$ cat src/rtl/bus_scheduler.sv
// bus_scheduler
//   Control end of a shared 4-node single-wire bus. Arbitrates transfer
//   requests round-robin, drives the datapath sender/receiver selects for one
//   fixed-length frame, then releases the bus after a one-cycle turnaround.
//
// Ports
//   clk       rising-edge clock
//   rst_n     synchronous active-low reset
//   req       req[i]: node i wants to send; held until done[i]/abort[i]
//   dest      dest[2i+1:2i]: destination of node i, sampled at grant
//   sender    datapath input select (granted node)
//   receiver  datapath output select (captured destination)
//   grant     one-hot bus owner, 0 when idle
//   active    high for the FRAME_LEN bit cycles of a frame
//   bit_idx   index of the bit on the bus, 0 when idle
//   done      one-cycle pulse: frame of node i completed
//   abort     one-cycle pulse: frame of node i cut short by req[i] dropping
module bus_scheduler #(
    parameter int unsigned FRAME_LEN = 8,
    parameter int unsigned LEN_W     = 4
) (
    input  logic             clk,
    input  logic             rst_n,
    input  logic [3:0]       req,
    input  logic [7:0]       dest,
    output logic [1:0]       sender,
    output logic [1:0]       receiver,
    output logic [3:0]       grant,
    output logic             active,
    output logic [LEN_W-1:0] bit_idx,
    output logic [3:0]       done,
    output logic [3:0]       abort
);

    typedef enum logic [1:0] {IDLE, XFER, GAP} state_t;

    localparam logic [LEN_W-1:0] LAST_BIT = LEN_W'(FRAME_LEN - 1);

    state_t           state, state_nx;
    logic [1:0]       last, last_nx;
    logic [1:0]       sender_nx, receiver_nx;
    logic [3:0]       grant_nx, done_nx, abort_nx;
    logic             active_nx;
    logic [LEN_W-1:0] bit_idx_nx;
    logic [1:0]       pick, cand;
    logic             pick_vld;
    logic             end_frame;

    // Round-robin search starting one past the last winner; k=4 wraps back
    // to the last winner itself so a lone requester is never starved.
    always_comb begin
        pick     = '0;
        pick_vld = 1'b0;
        cand     = '0;
        for (int unsigned k = 1; k <= 4; k++) begin
            cand = last + 2'(k);
            if (!pick_vld && req[cand]) begin
                pick     = cand;
                pick_vld = 1'b1;
            end
        end
    end

    always_comb begin
        state_nx    = state;
        last_nx     = last;
        sender_nx   = sender;
        receiver_nx = receiver;
        grant_nx    = grant;
        active_nx   = active;
        bit_idx_nx  = bit_idx;
        done_nx     = '0;
        abort_nx    = '0;
        end_frame   = 1'b0;

        case (state)
            IDLE: begin
                if (pick_vld) begin
                    state_nx    = XFER;
                    sender_nx   = pick;
                    receiver_nx = dest[{pick, 1'b0} +: 2];
                    grant_nx    = 4'b0001 << pick;
                    active_nx   = 1'b1;
                    bit_idx_nx  = '0;
                    last_nx     = pick;
                end
            end
            XFER: begin
                // A dropped request wins over completion, even on the last bit.
                if (!req[sender]) begin
                    abort_nx  = grant;
                    end_frame = 1'b1;
                end else if (bit_idx == LAST_BIT) begin
                    done_nx   = grant;
                    end_frame = 1'b1;
                end else begin
                    bit_idx_nx = bit_idx + LEN_W'(1);
                end
                if (end_frame) begin
                    state_nx   = GAP;
                    grant_nx   = '0;
                    active_nx  = 1'b0;
                    bit_idx_nx = '0;
                end
            end
            GAP:     state_nx = IDLE;
            default: state_nx = IDLE;
        endcase
    end

    always_ff @(posedge clk) begin
        if (!rst_n) begin
            state    <= IDLE;
            last     <= 2'd3;
            sender   <= '0;
            receiver <= '0;
            grant    <= '0;
            active   <= 1'b0;
            bit_idx  <= '0;
            done     <= '0;
            abort    <= '0;
        end else begin
            state    <= state_nx;
            last     <= last_nx;
            sender   <= sender_nx;
            receiver <= receiver_nx;
            grant    <= grant_nx;
            active   <= active_nx;
            bit_idx  <= bit_idx_nx;
            done     <= done_nx;
            abort    <= abort_nx;
        end
    end

endmodule

$ cat config.mk
export PLATFORM = sky130hd
export DESIGN_NAME = bus_scheduler
export DESIGN_NICKNAME = d
export VERILOG_FILES = /design/src/rtl/bus_scheduler.sv
export SDC_FILE = /design/constraint.sdc
export NUM_CORES = 1
export LEC_CHECK = 0
export BUFFER_PORTS_ARGS = -buffer_cell sky130_fd_sc_hd__buf_4
export CAP_MARGIN = 20
export CELL_PAD_IN_SITES_DETAIL_PLACEMENT = 1
export CELL_PAD_IN_SITES_GLOBAL_PLACEMENT = 1
export CORE_MARGIN = 5
export CORE_UTILIZATION = 38
export CTS_BUF_LIST = sky130_fd_sc_hd__clkbuf_16
export CTS_CLUSTER_SIZE = 8
export DETAILED_ROUTE_END_ITERATION = 8
export PLACE_DENSITY_LB_ADDON = 0.15
export SLEW_MARGIN = 0
export SYNTH_ARGS = -nofsm -noshare
export SYNTH_HDL_FRONTEND = slang
export SYNTH_SLANG_ARGS = --single-unit
$ cat constraint.sdc
create_clock -name clk -period 4.3 [get_ports clk]
set_input_delay 0.86 -clock clk [delete_from_list [all_inputs] [get_ports clk]]
set_output_delay 0.86 -clock clk [all_outputs]
set_load 0.05 [all_outputs]
### After elaboration in Yosys (flattened, before gate mapping)

Cells that the tools add are included.

* add/sub/neg operators: 4
* magnitude comparators: 5
* equal/unequal tests: 6
* shift operators: 2
* mux-type cells: 35
* bitwise logic cells: 2
* reduce and logical (&&, ||, !) cells: 14

Operators with widths (number)
* 2-to-1 mux 4 bit: 6
* case mux 4 bit (2 select lines): 2
* < comparator 2 x 3 -> 1 bit, second input constant: 5
* 2-to-1 mux 1 bit: 14
* 2-to-1 mux 2 bit: 6
* binary-select mux 1 bit (select 2 bit): 5
* AND reduction 4 bit: 2
* indexed part select 8 x 4 -> 2 bit: 1
* != test 3 bit, second input constant: 2
* adder 2 bit, second input constant: 2
* adder 4 x 1 -> 4 bit, second input constant: 1
* == test 4 x 3 -> 1 bit, second input constant: 1
* != test 2 bit, second input constant: 2
* case mux 2 bit (2 select lines): 1
* AND reduction 2 bit: 2
* left shift 1 x 2 -> 4 bit, first input constant: 1
* logical AND 1 bit: 3
* logical NOT 1 bit: 3
* AND reduction 3 bit: 1
* OR reduction 3 bit: 1
* adder 2 x 1 -> 2 bit, second input constant: 1
* == test 2 x 1 -> 1 bit, second input constant: 1
* logical NOT 2 bit: 1
* NOT 1 bit: 2
* other kinds (2): 2

* register bits: 25
* output and inout port bits: 21
* logic and storage cells: 77

### Depth between registers and ports, before layout

Gate-level depths: netlist of the first run.

* depth after elaboration: 16
* depth in mapped cells: 7

### Worst setup path before layout of the first run

OpenSTA, ideal clock, no wires.

* path type: input-to-reg
* start point: input req[0]
* end point: register receiver[1]
* arrival: 2.058 ns
* slack: 2.121 ns
* stages on the path: 6
* buffers on the path: 1
* cell sequence: and2b_1 -> a21oi_1 -> o221a_1 -> buf_6 -> mux2_1 -> a221o_1

* word-level cells in the longest chain between the ends: 13

Ends and longest elaborated chain
* start: declaration: line 24 `input logic [3:0] req,`
* binary-select mux 1 bit (select 2 bit): line 57 `if (!pick_vld && req[cand]) begin`
* 2-to-1 mux 1 bit (not written as such): line 57
* 2-to-1 mux 1 bit: line 57
* logical NOT 1 bit: line 57
* logical AND 1 bit: line 57
* 2-to-1 mux 1 bit: line 57
* logical NOT 1 bit: line 57
* logical AND 1 bit: line 57
* 2-to-1 mux 1 bit: line 57
* logical NOT 1 bit: line 57
* logical AND 1 bit: line 57
* 2-to-1 mux 2 bit or 2-to-1 mux 1 bit (tied branches): line 57
* indexed part select 8 x 4 -> 2 bit or AND reduction 2 bit (tied branches)
* end signal: assignment: line 126 `receiver <= receiver_nx;`
* end: declaration: line 27 `output logic [1:0] receiver,`

Several ways; a longest one is shown, not always the timed one. The select of a mux whose other input is x is not followed.
A chain may end at the register's enable or synchronous reset.

### Worst setup path after layout of the first run

Ends and elaborated chain as after synthesis.

==> impl_metrics.toml, run 1 <==
[clock_network]
numCtsBuffers = 3
cts_max_level = 1
cts-root-buf = "clkbuf_16"
postCtsSetupRepairBufs = 0
cts_resized = 0
clock_path_buffers = 2
holdBufCountCts = 0
cts_tree = "yes"
path_clk_slew_ns = 0.06
clk_latency_ns = 0.25
clock-sinks = 25

[drt]
wl_mm = 2.596
dr.pass1.iters = 4
drc = 0
wl_per_cell_um = 15.18
viasPerCell = 5.246
drt_iter0_drc = 20
ant_nets = 0
vias = 897

[setup_path]
crit_required_ns = 4.44
r2r_slack_ns = 2.36
end_kind = "flop"
ff2ff_path_depth = 5
crit_fanout = 8
r2r_end = "receiver[1]$_SDFFE_PN0P_"
crit_chain = "buf_4, and2b_1, a21oi_1, o221a_1, mux2_1, a221o_1"
critical_path_class = "in2reg"
critical_path.slowest_cell = "o221a_1"
crit_path_start_kind = "input pin"
arrival_ns = 2.41
r2r_start = "last[1]$_SDFFE_PN1P_"
slowest_delay_ns = 0.43

[place]
hpwl_mm = 1.990
numPortBuffers = 34
place_congestion = 0.7388

[hold_path]
hold_depth = 1
holdCritPathClass = "reg2reg"
min_from = "grant[2]$_SDFFE_PN0P_"
hold_end = "abort[2]$_SDFF_PP0_"

[grt]
grt_first_pass_wirelength_mm = 4.174
grt_usage_pct = 14.59
grt.overflow.total = 0
grt_max_degree = 14
grt_pass1_vias = 963
antenna_found_initial = 0

[logic_synthesis]
synthCells = 107
ys.warnings.count = 0
synth_cell_types = 35
syn_nets = 122
async_flop_share_pct = 0
synth_area_leaders = "dfxtp_1 (49%), and2_1 (4.3%), and3_1 (3.6%)"
synth.top_cell.area_share_pct = 48.66
avgSynthCellArea_um2 = 9.612
syn_area_um2 = 1028
yosysSeqAreaShare_pct = 48.66
synth_edf_count = 0
ys_seq_elements = 25
synth.largest_area_cell = "dfxtp_1"
synth_top_flop_cell = "dfxtp_1"

[finish]
finalNetCount = 157
final_common_cell = "buf_4"
nFillCells = 303
layout_common_cells = "buf_4 (34), dfxtp_1 (25), nor2_1 (10), nand2_1 (8), and2_1 (7)"
area_growth_pct = 33.82
diodes = 0
drive_above_1_share_pct = 27.66
final_core_util_pct = 54.56

[pwr]
combPwrFrac_pct = 25.6
switching_share_pct = 31.05
ir_worst_vdd_v = 0.0002605
p_int_uw = 435.2
pwr_density_cell_nw_per_um2 = 458.5
switchingPower_uw = 195.9
clkPwrFrac_pct = 31.8
leakagePower_uw = 0.0006598
seqPwrFrac_pct = 42.6

[floorplan]
io_pins = 35
initial_utilization_pct = 40.77
rows = 18
die_x_um = 62.03
dieArea_um2 = 3847
core-area_um2 = 2522
die-height_um = 62.03

[sta]
max_slew_margin_pct = 61.33
max_freq_ghz = 0.4412
finalSetupViolCount = 0
rsz0062_at_grt = "no"
slew_violations = 0
timing.setup.tns_ns = 0
min_period_ns = 2.267
fin_skew_ns = 0.001740
worstMarginPinSlew_ns = 0.5757
hold_viol = 0
period_share_pct = 52.71

[outcome]
status = "finished clean"

[flow_run]
cap_violations = 0
[layer usage]
| metal | global-route usage, % | routed length [um] | part of all wire (%) |
|---|---|---|---|
| met1 | 15.93 | 1013 | 39 |
| met4 | 3.939 | 27 | 1.0 |
| met5 | 0 | 0 | 0 |
| met2 | 28.40 | 1437 | 55 |
| met3 | 2.479 | 118 | 4.5 |
[power by group through the flow]
stage	clock [uW]	sequential, uW	combinational [uW]
after floorplan	0	315	72.3
after global placement	0	273	158
after detailed placement	0	274	162
after CTS	204	269	164
after global routing	213	272	174
final	201	269	161
[through the flow]
stage	instances	instance area, um^2	hold slack, ns	power [uW]	setup WS [ns]
after floorplan	107	1028	0.5037	387.6	2.121
after global placement	167	1297	0.4955	431.7	1.826
after detailed placement	167	1297	0.4878	435.7	1.747
after CTS	171	1376	0.5160	638.0	2.009
after global routing	171	1376	0.5259	660.2	1.927
final	171	1376	0.5082	631.1	2.033
[area by class of cell]
| type | instances | area, um^2 | area share (%) |
|---|---|---|---|
| Inverter | 4 | 15.01 | 1.091 |
| Clock inverter | 1 | 3.754 | 0.2727 |
| Sequential cell | 25 | 500.5 | 36.36 |
| Timing Repair Buffer | 34 | 255.2 | 18.55 |
| Multi-Input combinational cell | 74 | 489.2 | 35.55 |
| Tap cell | 30 | 37.54 | 2.727 |
| Clock buffer | 3 | 75.07 | 5.455 |
[sequential cells by signal (all words and copies together) (netlist names)]
signal	cells
receiver	2
last	2
bit_idx	4
done	4
sender	2
state	2
grant	4
abort	4
active	1
[cell families after synthesis]
group | Yosys count | share of synthesized area (%)
compound gates | 18 | 12.65
xor+xnor | 3 | 2.555
fa+ha+maj | 1 | 1.216
buf+inv | 8 | 3.771
flops | 25 | 48.66
mux | 7 | 8.394
simple gates | 45 | 22.75
[Yosys cell counts (all sizes together) (2+ instances only)]
cell type,number
a21oi,4
xor2,2
dfxtp,25
buf,2
inv,4
nand3,2
and3,6
mux2,3
nor2b,2
a22o,4
mux2i,3
nand3b,2
o21ai,3
nand2,8
and2,7
nor2,10
clkbuf,2
nor3,3
[critical path, delay by kind of cell]
family,cells,cell delay [ns]
compound gates,3,0.89
mux,1,0.37
simple gates,1,0.19
buf+inv,1,0.11
[how the worst max path moves through the flow]
stage                               end  slack, ns    from
5_1_grt        receiver[1]$_SDFFE_PN0P_       1.93  req[0]
6_report       receiver[1]$_SDFFE_PN0P_       2.03  req[0]
3_5_place_dp   receiver[1]$_SDFFE_PN0P_       1.75  req[0]
4_1_cts        receiver[1]$_SDFFE_PN0P_       2.01  req[0]
3_3_place_gp   receiver[1]$_SDFFE_PN0P_       1.83  req[0]
2_1_floorplan  receiver[1]$_SDFFE_PN0P_       2.12  req[0]
No activity file was read; power rests on OpenSTA's default activity.
==> run 2: changes to the inputs <==
- CORE_UTILIZATION: 38 -> 35
- clock period: 4.3 -> 2.3 ns (I/O delays scaled with it)
==> run 2 against run 1 <==
Against the previous run: critical path depth down 1; die area is 7.2% higher; flip-flop and latch count stayed put.
==> impl_metrics.toml, run 2 (synthesized netlist as in run 1, its figures left out) <==
[outcome]
status = "finished clean"

[clock_network]
path_clk_slew_ns = 0.06
cts_max_level = 1
cts_tree = "yes"
numCtsBuffers = 3
cts_resized = 0
clock_path_buffers = 2
clk_latency_ns = 0.26
cts-root-buf = "clkbuf_16"
postCtsSetupRepairBufs = 0
clock-sinks = 25
holdBufCountCts = 0

[finish]
drive_above_1_share_pct = 28.87
final_common_cell = "buf_4"
multiInputGateArea_um2 = 489.2
fin_cells = 173
finalNetCount = 158
final_core_util_pct = 49.93
seqCellArea_um2 = 500.5
area_growth_pct = 35.04
layout_common_cells = "buf_4 (35), dfxtp_1 (25), nor2_1 (10), nand2_1 (8), and2_1 (7)"
diodes = 0
final_area_um2 = 1389
nFillCells = 333

[setup_path]
arrival_ns = 2.04
slowest_delay_ns = 0.45
crit_fanout = 8
critical_path.slowest_cell = "dfxtp_1"
crit_path_start_kind = "flop"
crit_chain = "nand2_1, a21oi_1, o221a_1, mux2_1, a221o_1"
crit_required_ns = 2.44
r2r_slack_ns = 0.40
critical_path_class = "reg2reg"
end_kind = "flop"

[pwr]
leakagePower_uw = 0.0006600
pwr_density_cell_nw_per_um2 = 859.5
ir_worst_vdd_v = 0.0005605

[drt]
viasPerCell = 5.133
vias = 888
drc = 0
wl_per_cell_um = 14.48
drt_iter0_drc = 25
dr.pass1.iters = 2
ant_nets = 0
wl_mm = 2.505

[flow_run]
cap_violations = 0

[grt]
grt.overflow.total = 0
grt_pass1_vias = 929
grt_usage_pct = 13.17
antenna_found_initial = 0
grt_max_degree = 16
grt_first_pass_wirelength_mm = 4.402

[floorplan]
initial_utilization_pct = 36.98
die_x_um = 64.21
io_pins = 35
dieArea_um2 = 4123
die-height_um = 64.21
rows = 19
core-area_um2 = 2781

[sta]
fin_ws_ns = 0.4023
timing.setup.tns_ns = 0
hold_viol = 0
rsz0062_at_grt = "no"
period_share_pct = 82.51
max_slew_margin_pct = 54.65
finalSetupViolCount = 0
fin_skew_ns = 0.006437
slew_violations = 0
min_period_ns = 1.898
worstMarginPinSlew_ns = 0.6750
max_freq_ghz = 0.5270

[place]
dp_slack_ns = 0.1873
numPortBuffers = 34
place_congestion = 0.7417
placed_cell_area_um2 = 1306
hpwl_mm = 2.009
dp.cells = 169

[hold_path]
holdCritPathClass = "in2reg"
run 2: worst paths after layout:
kind                   startpoint                        to  cells past startpoint
max          last[1]$_SDFFE_PN1P_  receiver[1]$_SDFFE_PN0P_                      5
min                         rst_n      last[1]$_SDFFE_PN1P_                      2
max reg2reg  last[1]$_SDFFE_PN1P_  receiver[1]$_SDFFE_PN0P_                      5
min reg2reg   active$_SDFFE_PN0P_       active$_SDFFE_PN0P_                      2
run 2: worst max-delay path, delay by kind of cell, from the launching register on:
family | cells | cell delay, ns
AO/OA/AOI/OAI | 3 | 0.89
flip-flops | 1 | 0.45
multiplexers | 1 | 0.36
AND/OR/NAND/NOR | 1 | 0.08
run 2: power breakdown:
group / internal, uW / leakage (uW) / switching [uW]
Combinational: 113 / 0.000419 / 187
Sequential: 469 / 0.000204 / 34.3
Clock: 236 / 0.0000371 / 154
Total: 818 / 0.000660 / 376
run 2: metal layers:
metal	vias to the layer above	share of wire, %	wire (um)	GRT usage (%)
met5	-	0	0	0
met4	0	1.0	25	4.580
met3	4	6.2	156	3.853
met2	22	50	1242	23.12
met1	417	43	1081	15.11
li1	445	-	-	-
run 2: metrics by stage:
stage	hold WS, ns	total power (uW)
floorplan	0.5037	724.7
finish	0.4541	1194
CTS	0.4569	1210
global route	0.4714	1258
global placement	0.4609	806.5
detailed placement	0.4681	816.8
run 2: area by class of cell:
| cell class | count | area share (%) |
|---|---|---|
| flip-flops and latches | 25 | 36.04 |
| clock inverters | 1 | 0.5405 |
| inverters | 4 | 1.081 |
| multi-input cells | 74 | 35.23 |
| repair buffers | 35 | 18.92 |
| well taps | 31 | 2.793 |
| clock buffers | 3 | 5.405 |
==> run 3: changes to the inputs <==
- ABC_AREA: default -> 1
- CORE_UTILIZATION: 35 -> 33
- clock period: 2.3 -> 1.7 ns (I/O delays scaled with it)
==> run 3 against run 2 <==
Against the previous run: the run now ends with setup timing left; clock skew fell by 0.0034 ns; cell count rose by 69%; critical endpoint is now active$_SDFFE_PN0P_; global-route usage rose by 2.4 points; area after synthesis rose by 30%; worst hold slack got worse by 0.11 ns; register-to-register slack got worse by 0.47 ns; sequential share of layout area fell by 10 points; design area rose by 41%; die area rose by 31%; combinational power rose to 9.3 times the previous value.
==> impl_metrics.toml, run 3 <==
[hold_path]
holdCritPathClass = "in2reg"

[finish]
multiInputGateArea_um2 = 797.0
finalNetCount = 258
nFillCells = 512
final_common_cell = "buf_4"
final_core_util_pct = 49.15
layout_common_cells = "buf_4 (49), nand2_1 (42), dfxtp_1 (23), nor2_1 (22), nand3_1 (17)"
seqCellArea_um2 = 508.0
drive_above_1_share_pct = 41.32
diodes = 0
fin_cells = 292
area_growth_pct = 46.34

[logic_synthesis]
synth.most_common_cell = "nand2_1"
syn_nets = 204
synth_edf_count = 0
syn_area_um2 = 1334
synth_top_flop_cell = "dfxtp_1"
avgSynthCellArea_um2 = 7.057
ys_seq_elements = 25
synthCells = 189
yosys-top-cells-count = "nand2_1 (52), dfxtp_1 (25), nor2_1 (23)"
async_flop_share_pct = 0
yosysSeqAreaShare_pct = 37.52
synth_cell_types = 27
synth_area_leaders = "dfxtp_1 (38%), nand2_1 (15%), nand3_1 (7.9%)"
synth.top_cell.area_share_pct = 37.52
ys.warnings.count = 0
synth.largest_area_cell = "dfxtp_1"

[place]
numPortBuffers = 34
dp.cells = 283
place_congestion = 0.7438
hpwl_mm = 3.119

[sta]
hold_viol = 0
min_period_ns = 1.763
rsz0062_at_grt = "yes"
worstMarginPinSlew_ns = 0.3233
period_share_pct = 103.7
max_slew_margin_pct = 78.22
slew_violations = 0
finalSetupViolCount = 14
fin_ws_ns = -0.06303
max_freq_ghz = 0.5672
fin_skew_ns = 0.003034

[floorplan]
io_pins = 35
rows = 23
initial_utilization_pct = 33.59
core-area_um2 = 3971
dieArea_um2 = 5413
die_x_um = 73.58
die-height_um = 73.58

[pwr]
switchingPower_uw = 2069
seqPwrFrac_pct = 20.3
power_uw = 4164
clkPwrFrac_pct = 12.6
combPwrFrac_pct = 67.1
leakagePower_uw = 0.0009447
ir_worst_vdd_v = 0.0009641
p_int_uw = 2095
pwr_density_cell_nw_per_um2 = 2133
switching_share_pct = 49.69

[setup_path]
critPathLaunch = "last[0]$_SDFFE_PN1P_"
crit_fanout = 5
r2r_slack_ns = -0.06
cp-endpoint = "active$_SDFFE_PN0P_"
arrival_ns = 1.92
r2r_end = "active$_SDFFE_PN0P_"
r2r_start = "last[0]$_SDFFE_PN1P_"
crit_path_start_kind = "flop"
critical_path_class = "reg2reg"
crit_required_ns = 1.86
ff2ff_path_depth = 13
end_kind = "flop"

[drt]
drc = 0
wl_mm = 3.979
dr.pass1.iters = 4
ant_nets = 0
viasPerCell = 4.764
wl_per_cell_um = 13.63
vias = 1391
drt_iter0_drc = 23

[clock_network]
cts_tree = "yes"
numCtsBuffers = 3
clock-sinks = 25
cts-root-buf = "clkbuf_16"
holdBufCountCts = 0
clock_path_buffers = 2
cts_max_level = 1
clk_latency_ns = 0.26
path_clk_slew_ns = 0.06

[grt]
grt_pass1_vias = 1486
antenna_found_initial = 0
grt.overflow.total = 0
grt_first_pass_wirelength_mm = 6.520
grt_usage_pct = 15.58
grt_max_degree = 15

[outcome]
status = "complete, but fails checks"
failed_checks = "setup timing"

[flow_run]
cap_violations = 0
run 3: changes by cell type after synthesis, sizes merged, moves of 3 or more:
cell	change
a22o	-4
mux2i	-3
nor2	+17
and3	-6
nand4	+3
nand3	+19
o211ai	+3
o21ai	+3
inv	+16
nand2	+58
a21oi	+3
mux2	-3
and2	-7
run 3: cell type report:
class | instances | share of cell area, %
tap | 50 | 3.205
sequential | 25 | 26.03
inverter | 21 | 4.679
clock buffer | 3 | 3.846
clock inverter | 1 | 0.2564
timing repair buffer | 51 | 21.15
multi-input combinational | 141 | 40.83
run 3: worst max-delay path, stage by stage (launching register included):
cell and delay [ns]:
dfxtp_4 0.36, buf_12 0.13, nand2_1 0.12, nand2_4 0.08, nand2_4 0.09, nand2_4 0.07, nor2_4 0.15, nand3b_1 0.14
nand2_2 0.11, inv_2 0.05, nand2_4 0.10, buf_4 0.12, buf_4 0.09, a21oi_1 0.05
run 3: power groups by stage:
| stage | sequential (uW) | clock (uW) | combinational [uW] |
|---|---|---|---|
| floorplan | 1120 | 0 | 1470 |
| global placement | 827 | 0 | 2420 |
| detailed placement | 830 | 0 | 2480 |
| CTS | 826 | 544 | 2550 |
| global route | 868 | 566 | 3080 |
| finish | 845 | 524 | 2800 |
run 3: how the worst min path moves through the flow:
stage	startpoint	endpoint	slack, ns	cells past startpoint
floorplan	rst_n	last[0]$_SDFFE_PN1P_	0.44	1
global placement	active$_SDFFE_PN0P_	active$_SDFFE_PN0P_	0.44	2
detailed placement	active$_SDFFE_PN0P_	active$_SDFFE_PN0P_	0.46	2
CTS	rst_n	last[1]$_SDFFE_PN1P_	0.34	2
global route	rst_n	last[0]$_SDFFE_PN1P_	0.35	2
finish	rst_n	last[0]$_SDFFE_PN1P_	0.34	2
run 3: stage by stage:
step | TNS, ns | cell area, um^2 | setup WS, ns | hold WS [ns]
after CTS | -0.06399 | 1839 | -0.03266 | 0.3393
after floorplan | 0 | 1334 | 0.06564 | 0.4386
after detailed placement | -0.7076 | 1723 | -0.09613 | 0.4624
after global placement | -0.1380 | 1723 | -0.04840 | 0.4449
final | -0.4256 | 1952 | -0.06303 | 0.3422
after global routing | -2.041 | 1952 | -0.1757 | 0.3513
run 3: metal layers:
metal | GRT usage [%] | wire length (um) | vias to the layer above | part of all wire, %
met3 | 2.873 | 105 | 6 | 2.6
met2 | 29.43 | 2141 | 17 | 54
met5 | 0 | 0 | - | 0
met1 | 16.82 | 1659 | 654 | 42
met4 | 6.036 | 73 | 0 | 1.8
li1 | - | - | 714 | -
run 3: cells by family after synthesis:
group           after synthesis  share of synthesized area, %
buf+inv                      23                         9.193
fa+ha+maj                     1                        0.9379
simple gates                122                         44.46
xor+xnor                      2                         1.314
flops                        25                         37.52
compound gates               16                         6.566
run 3: repair_timing:
| item | CTS | global route |
|---|---|---|
| pin swaps | 4 | 13 |
| setup buffers | 0 | 4 |
| setup endpoints to repair | 13 | 16 |
| gates resized for setup | 12 | 17 |
| hold endpoints to repair | 0 | 0 |
| cloned | 0 | 1 |
